$ cat src/rtl/sd_init_sequencer.sv
// SD card initialization sequencer: CMD0, CMD8, ACMD41 polling, CMD2, CMD3.
// Drives an external command writer and reads responses back word by word.
module sd_init_sequencer #(
  parameter int          RETRY_MAX  = 2047,
  parameter logic [31:0] ACMD41_ARG = 32'h40FF8000
) (
  input  logic        clk,
  input  logic        resetn,
  input  logic        start,
  output logic        busy,
  output logic        done,
  output logic        fail,
  output logic [2:0]  err_code,
  output logic [15:0] rca,
  output logic [31:0] ocr,
  output logic        high_cap,
  output logic        v1_card,
  output logic [37:0] cmd_out,
  output logic        exp_r2,
  output logic        send_cmd_req,
  input  logic        cmd_busy,
  input  logic        resp_done,
  input  logic        err_index,
  input  logic        err_crc,
  input  logic        err_end_bit,
  input  logic        err_timeout,
  output logic [1:0]  resp_addr,
  output logic        resp_change,
  input  logic [31:0] resp_word
);

  localparam int RW = (RETRY_MAX < 1) ? 1 : $clog2(RETRY_MAX + 1);
  localparam logic [RW-1:0] RMAX = RW'(RETRY_MAX);

  localparam logic [2:0] S_IDLE   = 3'd0;
  localparam logic [2:0] S_ISSUE  = 3'd1;
  localparam logic [2:0] S_WAIT   = 3'd2;
  localparam logic [2:0] S_FETCH  = 3'd3;
  localparam logic [2:0] S_LATCH  = 3'd4;
  localparam logic [2:0] S_DECIDE = 3'd5;
  localparam logic [2:0] S_DONE   = 3'd6;
  localparam logic [2:0] S_FAIL   = 3'd7;

  localparam logic [2:0] T_CMD0  = 3'd0;
  localparam logic [2:0] T_CMD8  = 3'd1;
  localparam logic [2:0] T_CMD55 = 3'd2;
  localparam logic [2:0] T_CMD41 = 3'd3;
  localparam logic [2:0] T_CMD2  = 3'd4;
  localparam logic [2:0] T_CMD3  = 3'd5;

  localparam logic [2:0] E_ECHO  = 3'd1;
  localparam logic [2:0] E_RESP  = 3'd2;
  localparam logic [2:0] E_RETRY = 3'd3;
  localparam logic [2:0] E_TMO   = 3'd4;

  logic [2:0]    state;
  logic [2:0]    step;
  logic [RW-1:0] retry;
  logic [31:0]   resp_q;
  logic          f_idx, f_crc, f_end, f_to;

  logic       d_go, d_fin, d_set_v1, d_ld_ocr, d_inc, d_ld_rca;
  logic [2:0] d_next, d_code;
  logic       e_any;

  // Command word for a step; a v1 card must not advertise HCS.
  function automatic logic [37:0] cmd_of(input logic [2:0] s,
                                         input logic v1);
    logic [31:0] a41;
    a41 = v1 ? (ACMD41_ARG & 32'hBFFF_FFFF) : ACMD41_ARG;
    unique case (s)
      T_CMD8:  cmd_of = {6'd8, 32'h0000_01AA};
      T_CMD55: cmd_of = {6'd55, 32'd0};
      T_CMD41: cmd_of = {6'd41, a41};
      T_CMD2:  cmd_of = {6'd2, 32'd0};
      T_CMD3:  cmd_of = {6'd3, 32'd0};
      default: cmd_of = {6'd0, 32'd0};
    endcase
  endfunction

  assign resp_change = (state == S_FETCH);
  assign resp_addr   = (state == S_FETCH || state == S_LATCH) ? 2'd1 : 2'd0;

  // Classify the latched response of the current step; timeout wins.
  always_comb begin
    d_go     = 1'b0;
    d_fin    = 1'b0;
    d_next   = T_CMD0;
    d_code   = 3'd0;
    d_set_v1 = 1'b0;
    d_ld_ocr = 1'b0;
    d_inc    = 1'b0;
    d_ld_rca = 1'b0;
    e_any    = f_idx | f_crc | f_end;
    unique case (step)
      T_CMD0: begin
        d_go   = 1'b1;
        d_next = T_CMD8;
      end
      T_CMD8: begin
        if (f_to) begin
          d_set_v1 = 1'b1;
          d_go     = 1'b1;
          d_next   = T_CMD55;
        end else if (e_any) begin
          d_code = E_RESP;
        end else if (resp_q[11:0] != 12'h1AA) begin
          d_code = E_ECHO;
        end else begin
          d_go   = 1'b1;
          d_next = T_CMD55;
        end
      end
      T_CMD55: begin
        if (f_to)
          d_code = E_TMO;
        else if (e_any)
          d_code = E_RESP;
        else begin
          d_go   = 1'b1;
          d_next = T_CMD41;
        end
      end
      T_CMD41: begin
        if (f_to)
          d_code = E_TMO;
        else if (f_end)
          d_code = E_RESP;
        else begin
          d_ld_ocr = 1'b1;
          if (resp_q[31]) begin
            d_go   = 1'b1;
            d_next = T_CMD2;
          end else if (retry == RMAX) begin
            d_code = E_RETRY;
          end else begin
            d_inc  = 1'b1;
            d_go   = 1'b1;
            d_next = T_CMD55;
          end
        end
      end
      T_CMD2: begin
        if (f_to)
          d_code = E_TMO;
        else if (f_crc | f_end)
          d_code = E_RESP;
        else begin
          d_go   = 1'b1;
          d_next = T_CMD3;
        end
      end
      T_CMD3: begin
        if (f_to)
          d_code = E_TMO;
        else if (e_any)
          d_code = E_RESP;
        else begin
          d_ld_rca = 1'b1;
          d_fin    = 1'b1;
        end
      end
      default: d_code = E_RESP;
    endcase
  end

  // Main sequencer FSM with registered outputs.
  always_ff @(posedge clk) begin
    if (!resetn) begin
      state        <= S_IDLE;
      step         <= T_CMD0;
      retry        <= '0;
      resp_q       <= 32'd0;
      f_idx        <= 1'b0;
      f_crc        <= 1'b0;
      f_end        <= 1'b0;
      f_to         <= 1'b0;
      busy         <= 1'b0;
      done         <= 1'b0;
      fail         <= 1'b0;
      err_code     <= 3'd0;
      rca          <= 16'd0;
      ocr          <= 32'd0;
      high_cap     <= 1'b0;
      v1_card      <= 1'b0;
      cmd_out      <= 38'd0;
      exp_r2       <= 1'b0;
      send_cmd_req <= 1'b0;
    end else begin
      send_cmd_req <= 1'b0;
      done         <= 1'b0;
      fail         <= 1'b0;
      unique case (state)
        S_IDLE: begin
          if (start) begin
            state    <= S_ISSUE;
            busy     <= 1'b1;
            step     <= T_CMD0;
            cmd_out  <= cmd_of(T_CMD0, 1'b0);
            exp_r2   <= 1'b0;
            err_code <= 3'd0;
            rca      <= 16'd0;
            ocr      <= 32'd0;
            v1_card  <= 1'b0;
            retry    <= '0;
          end
        end
        S_ISSUE: begin
          if (!cmd_busy) begin
            send_cmd_req <= 1'b1;
            state        <= S_WAIT;
          end
        end
        S_WAIT: begin
          if (resp_done) begin
            f_idx <= err_index;
            f_crc <= err_crc;
            f_end <= err_end_bit;
            f_to  <= err_timeout;
            state <= S_FETCH;
          end
        end
        S_FETCH: state <= S_LATCH;
        S_LATCH: begin
          resp_q <= resp_word;
          state  <= S_DECIDE;
        end
        S_DECIDE: begin
          if (d_set_v1) v1_card <= 1'b1;
          if (d_ld_ocr) ocr <= resp_q;
          if (d_inc) retry <= retry + 1'b1;
          if (d_ld_rca) rca <= resp_q[31:16];
          if (d_go) begin
            step    <= d_next;
            cmd_out <= cmd_of(d_next, v1_card);
            exp_r2  <= (d_next == T_CMD2);
            state   <= S_ISSUE;
          end else if (d_fin) begin
            state    <= S_DONE;
            done     <= 1'b1;
            busy     <= 1'b0;
            exp_r2   <= 1'b0;
            high_cap <= ocr[30];
          end else begin
            state    <= S_FAIL;
            fail     <= 1'b1;
            busy     <= 1'b0;
            exp_r2   <= 1'b0;
            err_code <= d_code;
          end
        end
        S_DONE:  state <= S_IDLE;
        S_FAIL:  state <= S_IDLE;
        default: state <= S_IDLE;
      endcase
    end
  end

endmodule

$ cat config.mk
export PLATFORM = sky130hd
export DESIGN_NAME = sd_init_sequencer
export DESIGN_NICKNAME = d
export VERILOG_FILES = /design/src/rtl/sd_init_sequencer.sv
export SDC_FILE = /design/constraint.sdc
export NUM_CORES = 1
export LEC_CHECK = 0
export ABC_AREA = 0
export CORE_UTILIZATION = 36
export CTS_CLUSTER_SIZE = 10
export DETAILED_ROUTE_END_ITERATION = 16
export GPL_TIMING_DRIVEN = 0
export PLACE_DENSITY = 0.64
export RECOVER_POWER = 100
export SLEW_MARGIN = 20
export SYNTH_ARGS = -nofsm -noshare
export SYNTH_HDL_FRONTEND = slang
export SYNTH_SLANG_ARGS = --single-unit
$ cat constraint.sdc
create_clock -name clk -period 3.16 [get_ports clk]
set_input_delay 0.316 -clock clk [delete_from_list [all_inputs] [get_ports clk]]
set_output_delay 0.316 -clock clk [all_outputs]
set_load 0.05 [all_outputs]
# ---- Yosys cells after proc, flatten, opt, wreduce, memory -nomap -nowiden
# Cells that the tools add are included.
dict set report op_classes {
  add_sub_neg 1
  eq_ne 29
  n_mux 84
  bitwise_logic 6
  reduce_logical 19
}
# cell n
set op_table {}
lappend op_table {{case mux 38 bit (5 select lines)} 1}
lappend op_table {{2-to-1 mux 38 bit} 2}
lappend op_table {{case mux 38 bit (2 select lines)} 1}
lappend op_table {{2-to-1 mux 32 bit} 2}
lappend op_table {{case mux 32 bit (2 select lines)} 1}
lappend op_table {{2-to-1 mux 3 bit} 16}
lappend op_table {{2-to-1 mux 1 bit} 32}
lappend op_table {{2-to-1 mux 16 bit} 2}
lappend op_table {{case mux 16 bit (2 select lines)} 1}
lappend op_table {{2-to-1 mux 31 bit} 1}
lappend op_table {{case mux 3 bit (5 select lines)} 2}
lappend op_table {{2-to-1 mux 2 bit} 13}
lappend op_table {{== test 3 bit, second input constant} 8}
lappend op_table {{AND reduction 3 bit} 8}
lappend op_table {{2-to-1 mux 11 bit} 2}
lappend op_table {{case mux 11 bit (2 select lines)} 1}
lappend op_table {{case mux 3 bit (7 select lines)} 1}
lappend op_table {{inequality test 2 bit, second input constant} 10}
lappend op_table {{== test 3 x 2 -> 1 bit, second input constant} 6}
lappend op_table {{inequality test 12 x 9 -> 1 bit, second input constant} 1}
lappend op_table {{case mux 3 bit (2 select lines)} 2}
lappend op_table {{adder 11 x 1 -> 11 bit, second input constant} 1}
lappend op_table {{== test 11 bit, second input constant} 1}
lappend op_table {{== test 3 x 1 -> 1 bit, second input constant} 3}
lappend op_table {{other kinds (11)} 21}
dict set report word_totals {
  regBits 149
  in_bits 41
}

# ---- Logic depth before layout (Yosys ltp)
dict set report logic_depth {
  ltp_word 10
  mapped_depth 9
  depth_no_buf 7
}

# ---- Worst setup path after synthesis
# Ideal clock, no wire load.
dict set report synth_path {
  path_kind {reg-to-reg}
  from {register state[0]}
  to {register state[2]}
  setup_ns 0.062
  arrival_time_ns 2.208
  slack_ns 0.890
  path_stages_with_launch 5
  path_buffers 1
  synth_period_minus_slack_ns 2.270
  path_cell_list {dfxtp_1 clkbuf_1 nand2_1 o21ai_0 o221a_2}
}
dict set report synth_between {
  elab_chain_len 3
  elab_cells_between_ends 14
  cone_classes {10 x eq/ne; 1 x mux; 3 x reduce/logical}
}
# item line
set synth_lines {}
lappend synth_lines {{start, declared} 56} ;# logic [2:0] state;
lappend synth_lines {{start signal, assigned} 170} ;# state <= S_IDLE;
lappend synth_lines {{start signal, assigned} 196} ;# state <= S_ISSUE;
lappend synth_lines {{start signal, assigned} 211} ;# state <= S_WAIT;
lappend synth_lines {{== test 3 bit (tied with other cells)} 193} ;# unique case (state)
lappend synth_lines {{OR reduction 2 bit (no source line) or inequality test 2 bit (tied branches)} -}
lappend synth_lines {{case mux 3 bit (7 select lines) or AND reduction 3 bit (tied branches)} -}
# Several ways; a longest one is shown, not always the timed one.
# A chain may end at the register's enable or synchronous reset.

# ---- Worst setup path in the final report
dict set report layout_path {
  from {register state[2]}
  to {output resp_addr[0]}
}
dict set report layout_between {
  elab_chain_len 3
  elab_cells_between_ends 4
  cone_classes {2 x eq/ne; 1 x mux; 1 x reduce/logical}
}
# item line
set layout_lines {}
lappend layout_lines {{== test 3 x 2 -> 1 bit or == test 3 bit (tied branches)} 82} ;# assign resp_addr = (state == S_FETCH || state == S_LATCH) ? 2'd1 : 2'd0;
lappend layout_lines {{logical OR 1 bit *} 82}
lappend layout_lines {{2-to-1 mux 1 bit *} 82}
lappend layout_lines {{end, declared} 27} ;# output logic [1:0] resp_addr,
# Mark *: on every way between the ends. The rest lies on a longest branch, timed or not.

==> metrics.txt <==
outcome=complete, no violations; vias in the first global route=4475; CTS Root Cell=clkbuf_16; Setup CP Type=reg2out; RR Endpoint=cmd_out[33]$_SDFFE_PN0P_; Max FO, Critical Path=6; Critical path buffers and inverters=3; syn_area_per_cell=8.17 µm²; final hold vios=0; Synth Warn #=0; CP Capture Type=primary output; Mapped Area=4930 µm²; initial DRC count=208; VDD IR max=309 µV; largest family of logic cells by synthesized area=simple AND/OR/NAND/NOR gates; Overall Global Routing Usage=20.6%; Critical Path End=resp_addr[0]; Seq pwr share=41.5%; HP Start=resp_word[23]; largest net degree at the start of global routing=17; wire per inst=14.9 µm; Crit. Startpoint=state[2]$_SDFFE_PN0P_; Num CTS Buffers=17; initial antenna violation count=0; post-DR vias/cell=4.93; Clock Skew=0.00591 ns; final WL=14.1 mm; CTS tree=built; Max-Cap Viols=0; initial core utilization=37.1%; hold buffers post-CTS=0; Sw Ratio=22.5%; Internal Power=0.00282 W; Clock Path Buffers=2; Area Overhead vs Synth=41.3%; r2r setup slk=0.43 ns; Main synth FF type=dfxtp_1; detailed-route DRC error count=0; unrepaired setup endpoints after global routing=false; HP Class=in2reg; Compound-Gate Fraction of Synth Area=17.1%; die area=14200 µm²; Yosys cell types=58; CP Launch Type=register; power share of the combinational group=6.5%; Crit path required time=2.84 ns; CP delay by family, top=buffers and inverters; Final Cycle Share=89.8%; worst-margin pin slew=0.882 ns; final setup fails=0; CP max-delay cell=dlygate4sd3_1; Net Sw Power=0.000819 W; CTS resizes=0; Clk network pwr share=52.0%; nets=803; DRT Pass-1 Iters=4; Leakage=2.72 nW; # rows=42; pre-CTS setup slack=0.695 ns; fmax=0.352 GHz; Clock Sinks=119; # IOs=140; total gr overflow=0; cells on worst reg2reg path=8; number of nets with antenna violations after routing=0; sequential fraction of the synthesis area=48.3%; Yosys reg bits=119; port bufs=121; Synth Instances=604; fin worst setup slack=0.321 ns; routability cong.=0.857; layout cell share with drive strength beyond 1=8.67%; Core Box Area=13300 µm²; hpwl dp=10.3 mm; first-pass GRT wire length=22.5 mm; crit path cell chain=inv_1 > or3_1 > clkbuf_1 > o21ai_0 > dlygate4sd3_1; Die W=119 µm; Pwr Density=523 nW/µm²; setup TNS=0 ns; setup bufs post-CTS=0; clock slew at reported path FFs=0.05 ns; worst reg2reg startpoint=retry[0]$_SDFFE_PN0P_; adder-cell area share of the yosys netlist=0.254%; Die Y-Extent=119 µm; Async S/R FF share, synth=0%; Post-synth EDFFs=0; Vias=4676; max incr delay on CP=0.97 ns; simple-gate share of the synthesized area=23.4%; clk_lat worst skew=0.42 ns; Tmin final=2.84 ns; critical path depth=5; Synth Area in XOR/XNOR=1.42%; mux contribution to synthesized area=1.01%; Ant. Diodes=0; Critical Path AT=2.52 ns; Slew HR=40.8%; count of pins over their slew limit=0; H-tree depth=4
## state kept, by name, indices dropped and copies added (netlist names)
signal / flops
send_cmd_req: 1
step: 3
done: 1
state: 3
f_crc: 1
resp_q: 32
rca: 16
high_cap: 1
v1_card: 1
busy: 1
retry: 11
f_to: 1
fail: 1
cmd_out: 8
f_end: 1
f_idx: 1
err_code: 3
exp_r2: 1
ocr: 32
## placed cells by master (no fill, tap or decap), types with 3 or more instances in the layout
cell,count
nand3_1,41
inv_1,3
o21ai_0,12
xnor2_1,3
nand2b_1,5
or3_1,3
clkinv_2,4
nor2_1,47
buf_4,31
conb_1,18
mux2i_1,5
nor4_1,5
a22oi_1,18
clkbuf_16,17
clkdlybuf4s50_1,39
nor3_1,11
and3_1,5
nand4_1,4
clkbuf_1,40
a21oi_1,90
nand3b_1,3
nand2_1,113
dlygate4sd3_1,82
dfxtp_1,119
clkbuf_8,4
xor2_1,5
## worst min-delay path, cell delays in order
cell             delay [ns]
clkdlybuf4s50_1        0.39
nand2_1                0.06
a21oi_1                0.05
## power groups by stage
stage               Sequential [W]  Combinational [W]  Clock, W
floorplan                  0.00155           0.000144         0
global placement           0.00154           0.000239         0
detailed placement         0.00154           0.000240         0
CTS                        0.00151           0.000242   0.00192
global route               0.00151           0.000253   0.00199
finish                     0.00151           0.000236   0.00189
## metrics by stage
stage | total power [W] | hold slack [ns] | std cells | area [µm²] | utilization [%]
6_report | 0.00364 | 0.447 | 949 | 6970 | 52.4
4_1_cts | 0.00367 | 0.437 | 949 | 7010 | 52.7
3_5_place_dp | 0.00178 | 0.445 | 918 | 6430 | 48.3
3_3_place_gp | 0.00178 | 0.440 | 918 | 6430 | 48.3
5_1_grt | 0.00376 | 0.446 | 949 | 6970 | 52.4
2_1_floorplan | 0.00169 | 0.432 | 621 | 5000 | -
## cell usage after synthesis (all sizes together) (2+ instances only)
cell | number | share of area (%)
xor2 | 5 | 0.89
nor3 | 12 | 1.5
nor2b | 2 | 0.25
a22oi | 18 | 2.7
nor4 | 5 | 0.63
nand2 | 113 | 8.6
nand3b | 3 | 0.46
nand3 | 41 | 4.2
or3 | 3 | 0.38
nor2 | 47 | 3.6
nand4 | 4 | 0.51
dfxtp | 119 | 48
and3 | 5 | 0.63
o31ai | 2 | 0.41
xnor2 | 3 | 0.53
nand2b | 5 | 0.63
o21a | 2 | 0.30
inv | 4 | 0.30
and3b | 2 | 0.36
or2 | 2 | 0.30
o21ai | 12 | 1.2
a21o | 2 | 0.30
clkbuf | 34 | 2.6
buf | 38 | 5.5
mux2i | 5 | 1.0
a21oi | 90 | 9.1
nor4bb | 2 | 0.41
## worst min-delay path by stage
stage	endpoint	slack, ns	cells after the start
floorplan	ocr[12]$_SDFFE_PN0P_	0.43	2
detailed placement	ocr[12]$_SDFFE_PN0P_	0.45	2
finish	resp_q[23]$_SDFFE_PN0P_	0.45	3
global placement	ocr[12]$_SDFFE_PN0P_	0.44	2
CTS	resp_q[23]$_SDFFE_PN0P_	0.44	3
global route	resp_q[26]$_SDFFE_PN0P_	0.45	3
## routing by layer
layer / global-route usage, % / up-vias / routed length (µm)
met4: 6.41 / 0 / 159
met5: 0 / - / 0
li1: - / 2358 / -
met1: 24.6 / 2167 / 6200
met2: 34.4 / 136 / 6760
met3: 7.28 / 15 / 1030
## logic make-up (layout without fill, tap and decap cells)
family | after synthesis | count (layout)
AO/OA/AOI/OAI | 142 | 142
XOR/XNOR | 8 | 8
adder cells (fa/ha/maj) | 1 | 1
buffers and inverters | 76 | 228
flip-flops | 119 | 119
multiplexers | 5 | 5
other | 1 | 18
AND/OR/NAND/NOR | 252 | 252
## area by class of cell
type / instances / area (µm²)
fillers: 1285 / 6320
flip-flops and latches: 119 / 2380
clock inverters: 8 / 96.3
inverters: 4 / 15.0
plain buffers: 72 / 389
well taps: 176 / 220
multi-input cells: 426 / 2170
clock buffers: 23 / 488
repair buffers: 121 / 1210
(Power assumes the default switching activity.)
